File: src/rtl/score_pkg.sv
// Shared defaults, score type and limit-mode constants for the multi-channel score counter.
package score_pkg;

  localparam int unsigned SCORE_BW_DEF  = 7;
  localparam int unsigned SCORE_MAX_DEF = 99;

  typedef logic [SCORE_BW_DEF-1:0] score_t;

  localparam int unsigned LIM_SAT  = 0;
  localparam int unsigned LIM_WRAP = 1;

  typedef struct packed {
    logic [3:0] tens;
    logic [3:0] ones;
  } bcd_t;

endpackage

File: src/rtl/score_bin2bcd.sv
// Binary (0..99) to two-digit BCD for the 7-segment driver; purely combinational.
module score_bin2bcd
  import score_pkg::*;
(
  input  score_t bin_i,
  output bcd_t   bcd_o
);

  always_comb begin
    bcd_o      = '0;
    bcd_o.tens = 4'(bin_i / score_t'(10));
    bcd_o.ones = 4'(bin_i % score_t'(10));
  end

endmodule

File: src/rtl/score_counter_mc.sv
// Multi-channel up/down score counter with press-edge detection, saturate/wrap limits and clip flags.
// Define SCORE_COUNTER_BCD_EN to add the per-channel BCD output bcd_o.
module score_counter_mc
  import score_pkg::*;
#(
  parameter int unsigned BW      = SCORE_BW_DEF,
  parameter int unsigned NCH     = 2,
  parameter int unsigned MAX_VAL = SCORE_MAX_DEF,
  parameter int unsigned WRAP    = LIM_SAT
) (
  input  logic              clk_i,
  input  logic              rst_i,
  input  logic              en_i,
  input  logic [NCH-1:0]    inc_i,
  input  logic [NCH-1:0]    dec_i,
  input  logic [NCH-1:0]    clr_i,
  output logic [NCH*BW-1:0] cnt_o,
  output logic [NCH-1:0]    at_max_o,
  output logic [NCH-1:0]    at_zero_o,
  output logic [NCH-1:0]    sat_o
`ifdef SCORE_COUNTER_BCD_EN
  ,
  output logic [NCH*8-1:0]  bcd_o
`endif
);

  if (64'(MAX_VAL) >= (64'd1 << BW)) begin : g_bw_chk
    $error("score_counter_mc: MAX_VAL does not fit in BW bits");
  end
  if (WRAP > LIM_WRAP) begin : g_wrap_chk
    $error("score_counter_mc: WRAP must be LIM_SAT or LIM_WRAP");
  end
`ifdef SCORE_COUNTER_BCD_EN
  if (MAX_VAL > 99) begin : g_bcd_chk
    $error("score_counter_mc: BCD output needs MAX_VAL <= 99");
  end
`endif

  localparam logic [BW-1:0] MAX_C = BW'(MAX_VAL);

  logic [NCH-1:0] inc_q, inc_d;
  logic [NCH-1:0] dec_q, dec_d;
  logic [NCH-1:0] inc_ev, dec_ev;

  // Previous button levels; reset high so a press held through reset must be re-pressed.
  always_comb begin
    inc_d = inc_i;
    dec_d = dec_i;
  end

  always_ff @(posedge clk_i) begin
    if (rst_i) begin
      inc_q <= '1;
      dec_q <= '1;
    end else begin
      inc_q <= inc_d;
      dec_q <= dec_d;
    end
  end

  assign inc_ev = inc_i & ~inc_q & {NCH{en_i}};
  assign dec_ev = dec_i & ~dec_q & {NCH{en_i}};

  for (genvar k = 0; k < NCH; k++) begin : g_ch
    logic [BW-1:0] cnt_q, cnt_d;
    logic          sat_q, sat_d;

    // Limit check precedes the step, so the count never leaves 0..MAX_VAL.
    always_comb begin
      cnt_d = cnt_q;
      sat_d = sat_q;
      if (clr_i[k]) begin
        cnt_d = '0;
        sat_d = 1'b0;
      end else if (inc_ev[k] && !dec_ev[k]) begin
        if (cnt_q < MAX_C) begin
          cnt_d = cnt_q + BW'(1);
        end else if (WRAP == LIM_WRAP) begin
          cnt_d = '0;
        end else begin
          sat_d = 1'b1;
        end
      end else if (dec_ev[k] && !inc_ev[k]) begin
        if (cnt_q > '0) begin
          cnt_d = cnt_q - BW'(1);
        end else if (WRAP == LIM_WRAP) begin
          cnt_d = MAX_C;
        end else begin
          sat_d = 1'b1;
        end
      end
    end

    always_ff @(posedge clk_i) begin
      if (rst_i) begin
        cnt_q <= '0;
        sat_q <= 1'b0;
      end else begin
        cnt_q <= cnt_d;
        sat_q <= sat_d;
      end
    end

    assign cnt_o[k*BW +: BW] = cnt_q;
    assign at_max_o[k]       = (cnt_q == MAX_C);
    assign at_zero_o[k]      = (cnt_q == '0);
    assign sat_o[k]          = sat_q;

`ifdef SCORE_COUNTER_BCD_EN
    bcd_t bcd_ch;

    score_bin2bcd u_bcd (
      .bin_i (score_t'(cnt_q)),
      .bcd_o (bcd_ch)
    );

    assign bcd_o[k*8 +: 8] = bcd_ch;
`endif
  end

endmodule

File: config.mk
export PLATFORM = sky130hd
export DESIGN_NAME = score_counter_mc
export DESIGN_NICKNAME = d
export VERILOG_FILES = /design/src/rtl/score_pkg.sv /design/src/rtl/score_bin2bcd.sv /design/src/rtl/score_counter_mc.sv
export SDC_FILE = /design/constraint.sdc
export NUM_CORES = 1
export LEC_CHECK = 0
export ABC_AREA = 1
export CAP_MARGIN = 10
export CORE_MARGIN = 2
export CORE_UTILIZATION = 55
export DETAILED_ROUTE_END_ITERATION = 10
export GPL_TIMING_DRIVEN = 0
export PLACE_DENSITY = 0.9
export REMOVE_ABC_BUFFERS = 1
export SETUP_SLACK_MARGIN = 0.05
export SLEW_MARGIN = 10
export SYNTH_ARGS = -nofsm -noshare
export SYNTH_HDL_FRONTEND = slang
export SYNTH_HIERARCHICAL = 1
export SYNTH_SLANG_ARGS = --single-unit
File: constraint.sdc
create_clock -name clk_i -period 4.7 [get_ports clk_i]
set_input_delay 1.175 -clock clk_i [delete_from_list [all_inputs] [get_ports clk_i]]
set_output_delay 1.175 -clock clk_i [all_outputs]
set_load 0.02 [all_outputs]
==> results of run 1 <==
==> worst reg2reg max path: cells and delay by family, from the launching register on <==
kind                     cells  cell delay, ns
AO/OA/AOI/OAI                1            0.13
adder cells (fa/ha/maj)      2            0.64
buffers and inverters        2            0.25
flip-flops                   1            0.32
AND/OR/NAND/NOR              6            0.62
==> routing by layer <==
metal | vias up | track usage
met4 | 0 | 0.0952
met2 | 43 | 0.383
met5 | - | 0
li1 | 755 | -
met1 | 628 | 0.268
met3 | 8 | 0.0302
==> path summary, 6_finish.rpt <==
kind | start | end | cells past startpoint
max | en_i | g_ch[1].cnt_q[5] | 13
min | g_ch[1].sat_q | g_ch[1].sat_q | 2
max reg2reg | inc_q[1] | g_ch[1].cnt_q[5] | 11
min reg2reg | g_ch[1].sat_q | g_ch[1].sat_q | 2
==> final cells by class <==
cell class,instances,area (sq um)
inverters,38,148
multi-input cells,160,916
repair buffers,28,280
fillers,200,688
clock inverters,1,30.0
well taps,30,37.5
flip-flops and latches,20,400
clock buffers,3,22.5
==> per-stage QoR <==
step | worst slack, ns | total power (uW) | util
detailed placement | 1.26 | 218 | 0.706
global route | 1.35 | 375 | 0.727
global placement | 1.33 | 217 | 0.706
finish | 1.59 | 359 | 0.727
CTS | 1.61 | 362 | 0.727
floorplan | 2.00 | 203 | -
==> power by group through the flow <==
stage	combinational [uW]	sequential [uW]	clock [uW]
2_1_floorplan	24.3	178	0
3_3_place_gp	39.3	177	0
3_5_place_dp	40.1	178	0
4_1_cts	40.5	174	148
5_1_grt	45.7	174	155
6_report	40.3	174	145
==> placed cells by master, fill, tap and decap left out <==
cell,Yosys,layout
fa_1,2,2
ha_1,14,14
o21ai_2,2,2
dfxtp_1,20,20
xnor2_1,4,4
nor4_1,4,4
nand4_1,4,4
nand3_1,10,10
or2_2,2,2
nand2_1,70,70
nor2_1,16,16
a21oi_1,20,20
clkbuf_4,0,3
clkdlybuf4s50_1,0,28
xor2_1,4,4
nand2_2,2,2
nand3_2,2,2
inv_1,36,36
inv_4,2,2
nor3_1,2,2
nand3_4,2,2
bufinv_16,0,1
==> registers in the layout, summed over array words and instances (netlist names) <==
signal      flops
g_ch.sat_q      2
dec_q           2
g_ch.cnt_q     14
inc_q           2
==> logic make-up (layout without fill, tap and decap cells) <==
| family | after synthesis | in the layout |
|---|---|---|
| compound gates | 22 | 22 |
| simple gates | 114 | 114 |
| buf+inv | 40 | 70 |
| flops | 20 | 20 |
| fa+ha+maj | 16 | 16 |
| xor+xnor | 8 | 8 |
==> implementation parameters, run 1 <==
Parameter                              Value

Route
  Top metal layer carrying routed signals    met4
  Number of iterations in the first detailed-routing pass    4
  Wire length on met1    1.39 mm
  Met3 wire len    130 microns
  Average via count per standard cell    5.12
  Post-DRT Antenna Nets    0
  DRC Markers    0
  Vias    1434
  Routed Wire Length    3.04 mm
  Number of design-rule violations left by the first detailed-router iteration    41
  Routed wire per std cell    10.9 microns
  Met2 wire len    1.47 mm

STA
  Slew @ Worst Pin    0.319 ns
  Highest clock frequency the design can meet    322 MHz
  Final hold vios    0
  Final setup viols    0
  Summed negative setup slack over all endpoints    0 ns
  Total count of max-transition violations in the final report    0
  Period utilization    0.661
  Max transition margin    0.787
  Worst clock skew    0.00191 ns
  Worst hold slack    0.487 ns
  Unrepaired setup endpoints after global routing    no
  Shortest clock period the worst path allows after layout    3.11 ns

Logic synthesis
  Most frequent cell after synthesis    nand2_1
  Cell area after technology mapping    1480 sq um
  Complex-gate fraction of the synthesized area    0.0795
  Number of distinct library cell variants in the gate-level netlist after synthesis    20
  Proportion of synthesized chip area in sequential cells    0.271
  Synth warnings    6
  Proportion of synthesized flip-flops having asynchronous set or reset    0
  Cell types with the highest counts after synthesis    nand2_1 (70), inv_1 (36), a21oi_1 (20), dfxtp_1 (20), nor2_1 (16)
  Number of flip-flops and latches in the synthesized netlist    20
  Cells taking the most area after synthesis    dfxtp_1 (27%), nand2_1 (18%), ha_1 (12%)
  Count of flip-flops with a built-in enable after synthesis    0
  Xor/xnor share of the synthesized area    0.0474
  Synthesized-area fraction occupied by adder cells    0.146
  Fraction of the mapped netlist area in simple logic gates    0.347
  Fraction of post-synthesis cell area in the top cell type by area    0.271
  Fraction of synthesized area in multiplexers    0
  Dominant combinational cell family by area after synthesis    simple AND/OR/NAND/NOR gates
  Post-synthesis cell count    220
  Mapped Avg Cell Area    6.72 sq um
  Largest area contributor in the netlist    dfxtp_1
  Most common flop cell mapped by yosys    dfxtp_1

Floorplan
  Std-Cell Rows    18
  Initial core utilization    0.586
  Core Box Area    2520 sq um
  Area enclosed by the die boundary    3120 sq um
  Overall die width    55.9 microns
  Height of the chip    55.9 microns
  Number of top-level design ports    29

Global route
  Congestion Overflow GR    0
  Vias in the first global route    1380
  Global-route wire length before repair    5.58 mm
  Pin count of the biggest net entering global routing    13
  Global Route Usage Sum    0.219
  Initial antenna violation count    0

Hold path
  Path category of the worst min-delay check    reg -> reg

Finish
  Layout Cell Area excl Fill    1830 sq um
  Area growth, synth to finish    24.0%
  Number of nets in the layout    276
  Antenna fix cells    0
  Share of layout cells above drive strength 1    0.0640
  Finished Layout Cells    280

Pwr
  Share of total power in sequential cells    0.484
  Net switching fraction of the power    0.229
  Internal power    277 uW
  Switching power total    82.1 uW
  Static leakage    0.000841 uW
  Largest voltage drop on the vdd net    0.230 mV
  Clock Power Share    0.404
  Pwr per Cell Area    196 nW/um^2
  Combinational power share    0.112

Critical path
  Kind of cell with the highest combined delay on the critical path    buffers and inverters
  Arrival time of the worst setup path    3.33 ns
  Series of cell instances along the critical path    clkdlybuf4s50_1 -> inv_1 -> nor3_1 -> ha_1 -> inv_1 -> ha_1 -> nand2_1 -> inv_1 -> nand4_1 -> nand3_1 -> nand2_1 -> a21oi_1 -> nor2_1
  Type of the worst setup path    in -> reg
  Worst path required time    4.92 ns
  Nature of the critical path endpoint    flop
  Worst reg2reg setup slack    2.65 ns
  Crit-path most repeated cell    inv_1
  Largest stage delay, worst path    0.45 ns
  Maximum fanout encountered on the critical timing path    9
  Worst-path cell with the longest stage delay    clkdlybuf4s50_1
  Category of the worst setup path launch point    primary input
  Count of buffer and inverter cells on the critical path    4

CTS
  Number of buffers on the longest clock path    2
  Cts bufs inserted    3
  Hold buffer count at cts    0
  Count of H-tree levels built during CTS    1
  Post-CTS setup buffers    0
  Clock-pin slew of the registers on the worst-case setup and hold paths    0.12 ns
  Clk Tree Root Cell    clkbuf_4
  TritonCTS clock tree    done
  Insertion delay of the later-clocked pin in the worst-skew pair    0.31 ns
  Sink Count    20
  Count of instances resized after the clock tree is built    0

Place
  Routability congestion estimate    0.893
  Placed Cells incl. Taps    276
  Post-Place Cell Area    1780 sq um
  Number of port buffers    28
  Final HPWL from detailed placement    2.44 mm

Run
  Maximum Capacitance Violations    0

Status
  Outcome    finished clean
No activity file was read; power rests on OpenSTA's default activity.
==> run 2: changes to the inputs <==
--- a/config.mk
+++ b/config.mk
@@ -8,10 +8,10 @@
 export ABC_AREA = 1
 export CAP_MARGIN = 10
 export CORE_MARGIN = 2
-export CORE_UTILIZATION = 55
+export CORE_UTILIZATION = 46
 export DETAILED_ROUTE_END_ITERATION = 10
 export GPL_TIMING_DRIVEN = 0
-export PLACE_DENSITY = 0.9
+export PLACE_DENSITY = 0.81
 export REMOVE_ABC_BUFFERS = 1
 export SETUP_SLACK_MARGIN = 0.05
 export SLEW_MARGIN = 10
==> constraint.sdc (replaced) <==
create_clock -name clk_i -period 2.71 [get_ports clk_i]
set_input_delay 0.6775 -clock clk_i [delete_from_list [all_inputs] [get_ports clk_i]]
set_output_delay 0.6775 -clock clk_i [all_outputs]
set_load 0.02 [all_outputs]
==> run 2 against run 1 <==
Effect of this change: routed wire length is 6.5% higher; clock power is 72% higher; hold slack better by 0.0070 ns; largest power group unchanged.
==> implementation parameters, run 2 (same netlist as run 1, synthesis figures left out) <==
Parameter                              Value

Status
  Outcome    finished clean (unchanged)

Global route
  Met1 capacity usage during global routing    0.248 (was 0.268)
  Grt met2 use    0.306 (was 0.383)
  Global-route wire length before repair    5.16 mm (was 5.58 mm)
  Global Route Usage Sum    0.182 (was 0.219)
  Layer carrying the most global-route usage    met2 (unchanged)
  Initial antenna violation count    0 (unchanged)
  Pin count of the biggest net entering global routing    13 (unchanged)
  Congestion Overflow GR    0 (unchanged)
  Vias in the first global route    1209 (was 1380)
  GR Layer Usage met3    0.0213 (was 0.0302)

Place
  Post-Place Cell Area    1800 sq um (was 1780 sq um)
  Number of port buffers    28 (unchanged)
  Routability congestion estimate    0.864 (was 0.893)
  Final HPWL from detailed placement    2.34 mm (was 2.44 mm)

Critical path
  Cell count of the worst reg-to-reg path    11 (unchanged)
  Worst path required time    2.03 ns (was 4.92 ns)
  Nature of the critical path endpoint    primary output (was flop)
  Series of cell instances along the critical path    inv_1 -> nand2_2 -> nor4_1 -> clkdlybuf4s50_1 (was clkdlybuf4s50_1 -> inv_1 -> nor3_1 -> ha_1 -> inv_1 -> ha_1 -> nand2_1 -> inv_1 -> nand4_1 -> nand3_1 -> nand2_1 -> a21oi_1 -> nor2_1)
  Arrival time of the worst setup path    1.84 ns (was 3.33 ns)
  Category of the worst setup path launch point    flop (was primary input)
  Count of buffer and inverter cells on the critical path    2 (was 4)
  Type of the worst setup path    reg -> out (was in -> reg)
  Maximum fanout encountered on the critical timing path    5 (was 9)
  Largest stage delay, worst path    0.66 ns (was 0.45 ns)
  Kind of cell with the highest combined delay on the critical path    buffers and inverters (unchanged)
  Worst-path cell with the longest stage delay    clkdlybuf4s50_1 (unchanged)
  CP Depth    4 (was 13)

Hold path
  Worst hold path depth    2 (unchanged)
  Path category of the worst min-delay check    reg -> reg (unchanged)

CTS
  TritonCTS clock tree    done (unchanged)
  Hold buffer count at cts    0 (unchanged)
  Insertion delay of the later-clocked pin in the worst-skew pair    0.31 ns (about the same)
  Clock-pin slew of the registers on the worst-case setup and hold paths    0.13 ns (was 0.12 ns)
  Cts bufs inserted    3 (unchanged)
  Count of H-tree levels built during CTS    1 (unchanged)
  Clk Tree Root Cell    clkbuf_4 (unchanged)
  Number of buffers on the longest clock path    2 (unchanged)
  Sink Count    20 (unchanged)

Finish
  Register with the highest flop count    g_ch.cnt_q (unchanged)
  Antenna fix cells    0 (unchanged)
  Area of the multi-input gates    991 sq um (was 916 sq um)
  Most common library cell in the layout ignoring fill and taps    nand2_1 (unchanged)
  Fill cells    289 (was 200)
  Layout Cell Area excl Fill    1970 sq um (was 1830 sq um)
  Area taken by flip-flops and latches    400 sq um (unchanged)
  Flip-flop count of the largest register after layout    14 (unchanged)
  Highest-count cells in the layout ignoring fill and taps    nand2_1 (70), inv_1 (31), clkdlybuf4s50_1 (26), dfxtp_1 (20), a21oi_1 (18) (was nand2_1 (70), inv_1 (36), clkdlybuf4s50_1 (28), a21oi_1 (20), dfxtp_1 (20))
  Number of nets in the layout    280 (was 276)
  Area growth, synth to finish    33.2% (was 24.0%)
  Share of layout cells above drive strength 1    0.142 (was 0.0640)

Route
  Number of design-rule violations left by the first detailed-router iteration    59 (was 41)
  DRC Markers    0 (unchanged)
  Routed wire per std cell    10.9 microns (about the same)
  Routed Wire Length    3.24 mm (was 3.04 mm)
  Vias    1432 (was 1434)
  Post-DRT Antenna Nets    0 (unchanged)
  Average via count per standard cell    4.81 (was 5.12)
  Number of iterations in the first detailed-routing pass    4 (unchanged)

STA
  Shortest clock period the worst path allows after layout    2.52 ns
  Total count of max-transition violations in the final report    0 (unchanged)
  Max transition margin    0.806 (was 0.787)
  Worst clock skew    0.0109 ns (was 0.00191 ns)
  Period utilization    0.930
  Highest clock frequency the design can meet    397 MHz
  Final hold vios    0 (unchanged)
  Worst hold slack    0.494 ns (was 0.487 ns)
  Slew @ Worst Pin    0.291 ns (was 0.319 ns)
  Final setup viols    0 (unchanged)
  Unrepaired setup endpoints after global routing    no (unchanged)

Pwr
  Overall power consumption    627 uW (was 359 uW)
  Largest voltage drop on the vdd net    0.215 mV (was 0.230 mV)
  Share of total power in sequential cells    0.481 (was 0.484)
  Net switching fraction of the power    0.229 (about the same)
  Combinational power share    0.122 (was 0.112)
  Clock Power Share    0.397 (was 0.404)
  Pwr per Cell Area    318 nW/um^2 (was 196 nW/um^2)
  Static leakage    0.000876 uW (was 0.000841 uW)
  Internal power    483 uW (was 277 uW)
  Switching power total    143 uW (was 82.1 uW)

Run
  Maximum Capacitance Violations    0 (unchanged)

Floorplan
  Area enclosed by the die boundary    3680 sq um (was 3120 sq um)
  Height of the chip    60.7 microns (was 55.9 microns)
  Initial core utilization    0.484 (was 0.586)
  Overall die width    60.7 microns (was 55.9 microns)
  Core Box Area    3050 sq um (was 2520 sq um)
  Number of top-level design ports    29 (unchanged)
  Std-Cell Rows    20 (was 18)
## run 2: area by class of cell
type | count | share of cell area
multi-input combinational | 160 | 0.503
clock inverter | 1 | 0.0152
inverter | 38 | 0.0769
clock buffer | 3 | 0.0114
timing repair buffer | 32 | 0.162
sequential | 20 | 0.203
tap | 44 | 0.0280
## run 2: tightest hold or removal path, stage by stage (launching register included)
cell and delay, ns:
dfxtp_1 0.35, a21oi_1 0.04, nor2_1 0.07
## run 2: routing by layer
layer,share of wire,vias to the layer above
met1,0.48,634
met2,0.48,31
met4,0.0046,0
met3,0.034,2
met5,0,-
li1,-,765
## run 2: power by group through the flow
| stage | sequential, uW | clock (uW) | combinational, uW |
|---|---|---|---|
| 6_report | 302 | 249 | 76.2 |
| 5_1_grt | 302 | 262 | 85.9 |
| 4_1_cts | 302 | 257 | 70.1 |
| 3_5_place_dp | 308 | 0 | 69.6 |
| 3_3_place_gp | 308 | 0 | 68.5 |
| 2_1_floorplan | 310 | 0 | 42.1 |
## run 2: through the flow
step                      TNS, ns   util  setup slack (ns)  cells
after floorplan                 0      -             0.509    218
after global placement     -0.842  0.589            -0.156    290
after detailed placement    -1.05  0.589            -0.177    290
after CTS                       0  0.607             0.149    294
after global routing            0  0.645            0.0690    298
final                           0  0.645             0.190    298
## run 2: final timing paths
| check | start | endpoint | slack (ns) |
|---|---|---|---|
| worst max register to register | inc_q[0] | g_ch[0].cnt_q[5] | 0.66 |
| worst min register to register | g_ch[1].sat_q | g_ch[1].sat_q | 0.49 |
| worst max-delay path | g_ch[0].cnt_q[3] | at_zero_o[0] | 0.19 |
| worst min-delay path | g_ch[1].sat_q | g_ch[1].sat_q | 0.49 |
## run 2: timing repair
action,CTS,global route
setup endpoints to repair,0,6
buffers inserted,0,4
gates resized for setup,0,19
==> run 3: changes to the inputs <==
--- a/config.mk
+++ b/config.mk
@@ -11,7 +11,7 @@
 export CORE_UTILIZATION = 46
 export DETAILED_ROUTE_END_ITERATION = 10
 export GPL_TIMING_DRIVEN = 0
-export PLACE_DENSITY = 0.81
+export PLACE_DENSITY = 0.75
 export REMOVE_ABC_BUFFERS = 1
 export SETUP_SLACK_MARGIN = 0.05
 export SLEW_MARGIN = 10
==> run 3 against run 2 <==
Effect of this change: critical path depth rose by 9; combinational power fell by 2%; clock skew fell by 0.0027 ns; first-iteration DRC count fell by 3.4%.
==> implementation parameters, run 3 (same netlist as run 1, synthesis figures left out) <==
Parameter                              Value

CTS
  Clk Tree Root Cell    clkbuf_4 (unchanged)
  Insertion delay of the later-clocked pin in the worst-skew pair    0.31 ns (about the same)
  TritonCTS clock tree    done (unchanged)
  Number of buffers on the longest clock path    2 (unchanged)
  Clock-pin slew of the registers on the worst-case setup and hold paths    0.12 ns (was 0.13 ns)
  Count of H-tree levels built during CTS    1 (unchanged)
  Hold buffer count at cts    0 (unchanged)
  Sink Count    20 (unchanged)
  Cts bufs inserted    3 (unchanged)

STA
  Final hold vios    0 (unchanged)
  Unrepaired setup endpoints after global routing    no (unchanged)
  Worst hold slack    0.486 ns (was 0.494 ns)
  Worst clock skew    0.00822 ns (was 0.0109 ns)
  Shortest clock period the worst path allows after layout    2.53 ns (was 2.52 ns)
  Max transition margin    0.773 (was 0.806)
  Slew @ Worst Pin    0.338 ns (was 0.291 ns)
  Total count of max-transition violations in the final report    0 (unchanged)
  Highest clock frequency the design can meet    396 MHz (was 397 MHz)
  Period utilization    0.933 (was 0.930)
  Final setup viols    0 (unchanged)

Place
  Final HPWL from detailed placement    2.33 mm (was 2.34 mm)
  Number of port buffers    28 (unchanged)
  Routability congestion estimate    0.862 (was 0.864)
  Post-Place Cell Area    1800 sq um (unchanged)
  Placed Cells incl. Taps    290 (unchanged)

Pwr
  Static leakage    0.000865 uW (was 0.000876 uW)
  Largest voltage drop on the vdd net    0.265 mV (was 0.215 mV)
  Pwr per Cell Area    319 nW/um^2 (was 318 nW/um^2)

Floorplan
  Number of top-level design ports    29 (unchanged)
  Initial core utilization    0.484 (unchanged)
  Overall die width    60.7 microns (unchanged)
  Core Box Area    3050 sq um (unchanged)
  Area enclosed by the die boundary    3680 sq um (unchanged)
  Std-Cell Rows    20 (unchanged)
  Height of the chip    60.7 microns (unchanged)

Global route
  Congestion Overflow GR    0 (unchanged)
  Vias in the first global route    1177 (was 1209)
  Global Route Usage Sum    0.175 (was 0.182)
  Pin count of the biggest net entering global routing    13 (unchanged)
  Global-route wire length before repair    4.92 mm (was 5.16 mm)
  Initial antenna violation count    0 (unchanged)

Route
  DRC Markers    0 (unchanged)
  Average via count per standard cell    4.77 (was 4.81)
  Number of design-rule violations left by the first detailed-router iteration    57 (was 59)
  Routed wire per std cell    10.2 microns (was 10.9 microns)
  Number of iterations in the first detailed-routing pass    4 (unchanged)
  Routed Wire Length    3.02 mm (was 3.24 mm)
  Vias    1412 (was 1432)
  Post-DRT Antenna Nets    0 (unchanged)

Critical path
  Critical R2R Capture    g_ch[0].cnt_q[5] (unchanged)
  Worst-path cell with the longest stage delay    clkdlybuf4s50_1 (unchanged)
  Series of cell instances along the critical path    clkdlybuf4s50_1 -> inv_1 -> nor3_2 -> ha_2 -> clkinvlp_4 -> ha_4 -> nand2_1 -> inv_1 -> nand4_1 -> nand3_1 -> nand2_1 -> a21oi_1 -> nor2_1 (was inv_1 -> nand2_2 -> nor4_1 -> clkdlybuf4s50_1)
  Category of the worst setup path launch point    primary input (was flop)
  Arrival time of the worst setup path    2.74 ns (was 1.84 ns)
  Kind of cell with the highest combined delay on the critical path    buffers and inverters (unchanged)
  Nature of the critical path endpoint    flop (was primary output)
  Worst path required time    2.92 ns (was 2.03 ns)
  Reg-to-Reg Start    inc_q[0] (unchanged)
  Worst reg2reg setup slack    0.73 ns (was 0.66 ns)
  Count of buffer and inverter cells on the critical path    4 (was 2)
  Largest stage delay, worst path    0.46 ns (was 0.66 ns)
  Cell count of the worst reg-to-reg path    11 (unchanged)
  Maximum fanout encountered on the critical timing path    5 (unchanged)
  Type of the worst setup path    in -> reg (was reg -> out)

Finish
  Flip-flop count of the largest register after layout    14 (unchanged)
  Share of layout cells above drive strength 1    0.115 (was 0.142)
  Finished Layout Cells    296 (was 298)
  Antenna fix cells    0 (unchanged)
  Area growth, synth to finish    31.0% (was 33.2%)
  Number of nets in the layout    278 (was 280)
  Layout Cell Area excl Fill    1940 sq um (was 1970 sq um)
  Highest-count cells in the layout ignoring fill and taps    nand2_1 (70), inv_1 (34), clkdlybuf4s50_1 (27), a21oi_1 (20), dfxtp_1 (20) (was nand2_1 (70), inv_1 (31), clkdlybuf4s50_1 (26), dfxtp_1 (20), a21oi_1 (18))
  Fill cells    278 (was 289)
  Register with the highest flop count    g_ch.cnt_q (unchanged)
  Most common library cell in the layout ignoring fill and taps    nand2_1 (unchanged)

Hold path
  Startpoint of the lowest-slack hold path    g_ch[1].sat_q (unchanged)
  Path category of the worst min-delay check    reg -> reg (unchanged)
  Worst hold path depth    2 (unchanged)
  Terminating pin of the worst hold path    g_ch[1].sat_q (unchanged)

Status
  Outcome    finished clean (unchanged)

Run
  Maximum Capacitance Violations    0 (unchanged)
==> run 3: changes by cell type in the layout (fill, tap and decap cells not counted), sizes merged <==
cell / change
clkdlybuf4s50: +1
dlymetal6s2s: -1
buf: -3
clkinvlp: +1
==> run 3: how the worst max path moves through the flow <==
| stage | start | endpoint | cells after the start |
|---|---|---|---|
| global route | en_i | g_ch[0].cnt_q[6] | 14 |
| CTS | g_ch[0].cnt_q[0] | at_max_o[0] | 3 |
| floorplan | en_i | g_ch[1].cnt_q[6] | 13 |
| detailed placement | en_i | g_ch[1].cnt_q[6] | 14 |
| global placement | en_i | g_ch[1].cnt_q[6] | 14 |
| finish | inc_i[0] | g_ch[0].cnt_q[5] | 13 |
==> run 3: metrics by stage <==
step	total power, uW	setup TNS [ns]	utilization	worst slack (ns)
after floorplan	352	0	-	0.509
after global placement	377	-1.07	0.589	-0.188
after detailed placement	377	-1.29	0.589	-0.220
after CTS	623	0	0.607	0.0946
after global routing	649	0	0.635	0.0333
final	619	0	0.635	0.182
==> run 3: worst min-delay path: cells and delay by family, from the launching register on <==
family / cells / cell delay (ns)
flip-flops: 1 / 0.35
AND/OR/NAND/NOR: 1 / 0.07
AO/OA/AOI/OAI: 1 / 0.04
==> run 3: per-layer routing <==
layer,GRT usage,part of all wire,wire [microns],vias up
met1,0.241,0.48,1450,624
li1,-,-,-,760
met2,0.280,0.48,1450,23
met3,0.0192,0.027,82,5
met5,0,0,0,-
met4,0.0745,0.015,46,0
==> run 3: final cells by class <==
cell class	instances	area, sq um	share of cell area
clock buffer	3	22.5	0.0116
clock inverter	1	30.0	0.0155
inverter	38	151	0.0781
multi-input combinational	160	983	0.507
sequential	20	400	0.207
tap	44	55.1	0.0284
timing repair buffer	29	290	0.150
timing repair inverter	1	5.00	0.00258
==> run 3: power breakdown <==
part,total (uW),switching (uW),leakage (uW),internal (uW)
combinational,74.4,39.6,0.000675,34.8
clock,243,93.4,0.0000279,150
sequential,302,2.82,0.000162,299
==> run 3: timing repair <==
item | CTS | global route
resized for setup | 0 | 12
setup buffers | 0 | 1
setup endpoints to repair | 0 | 9
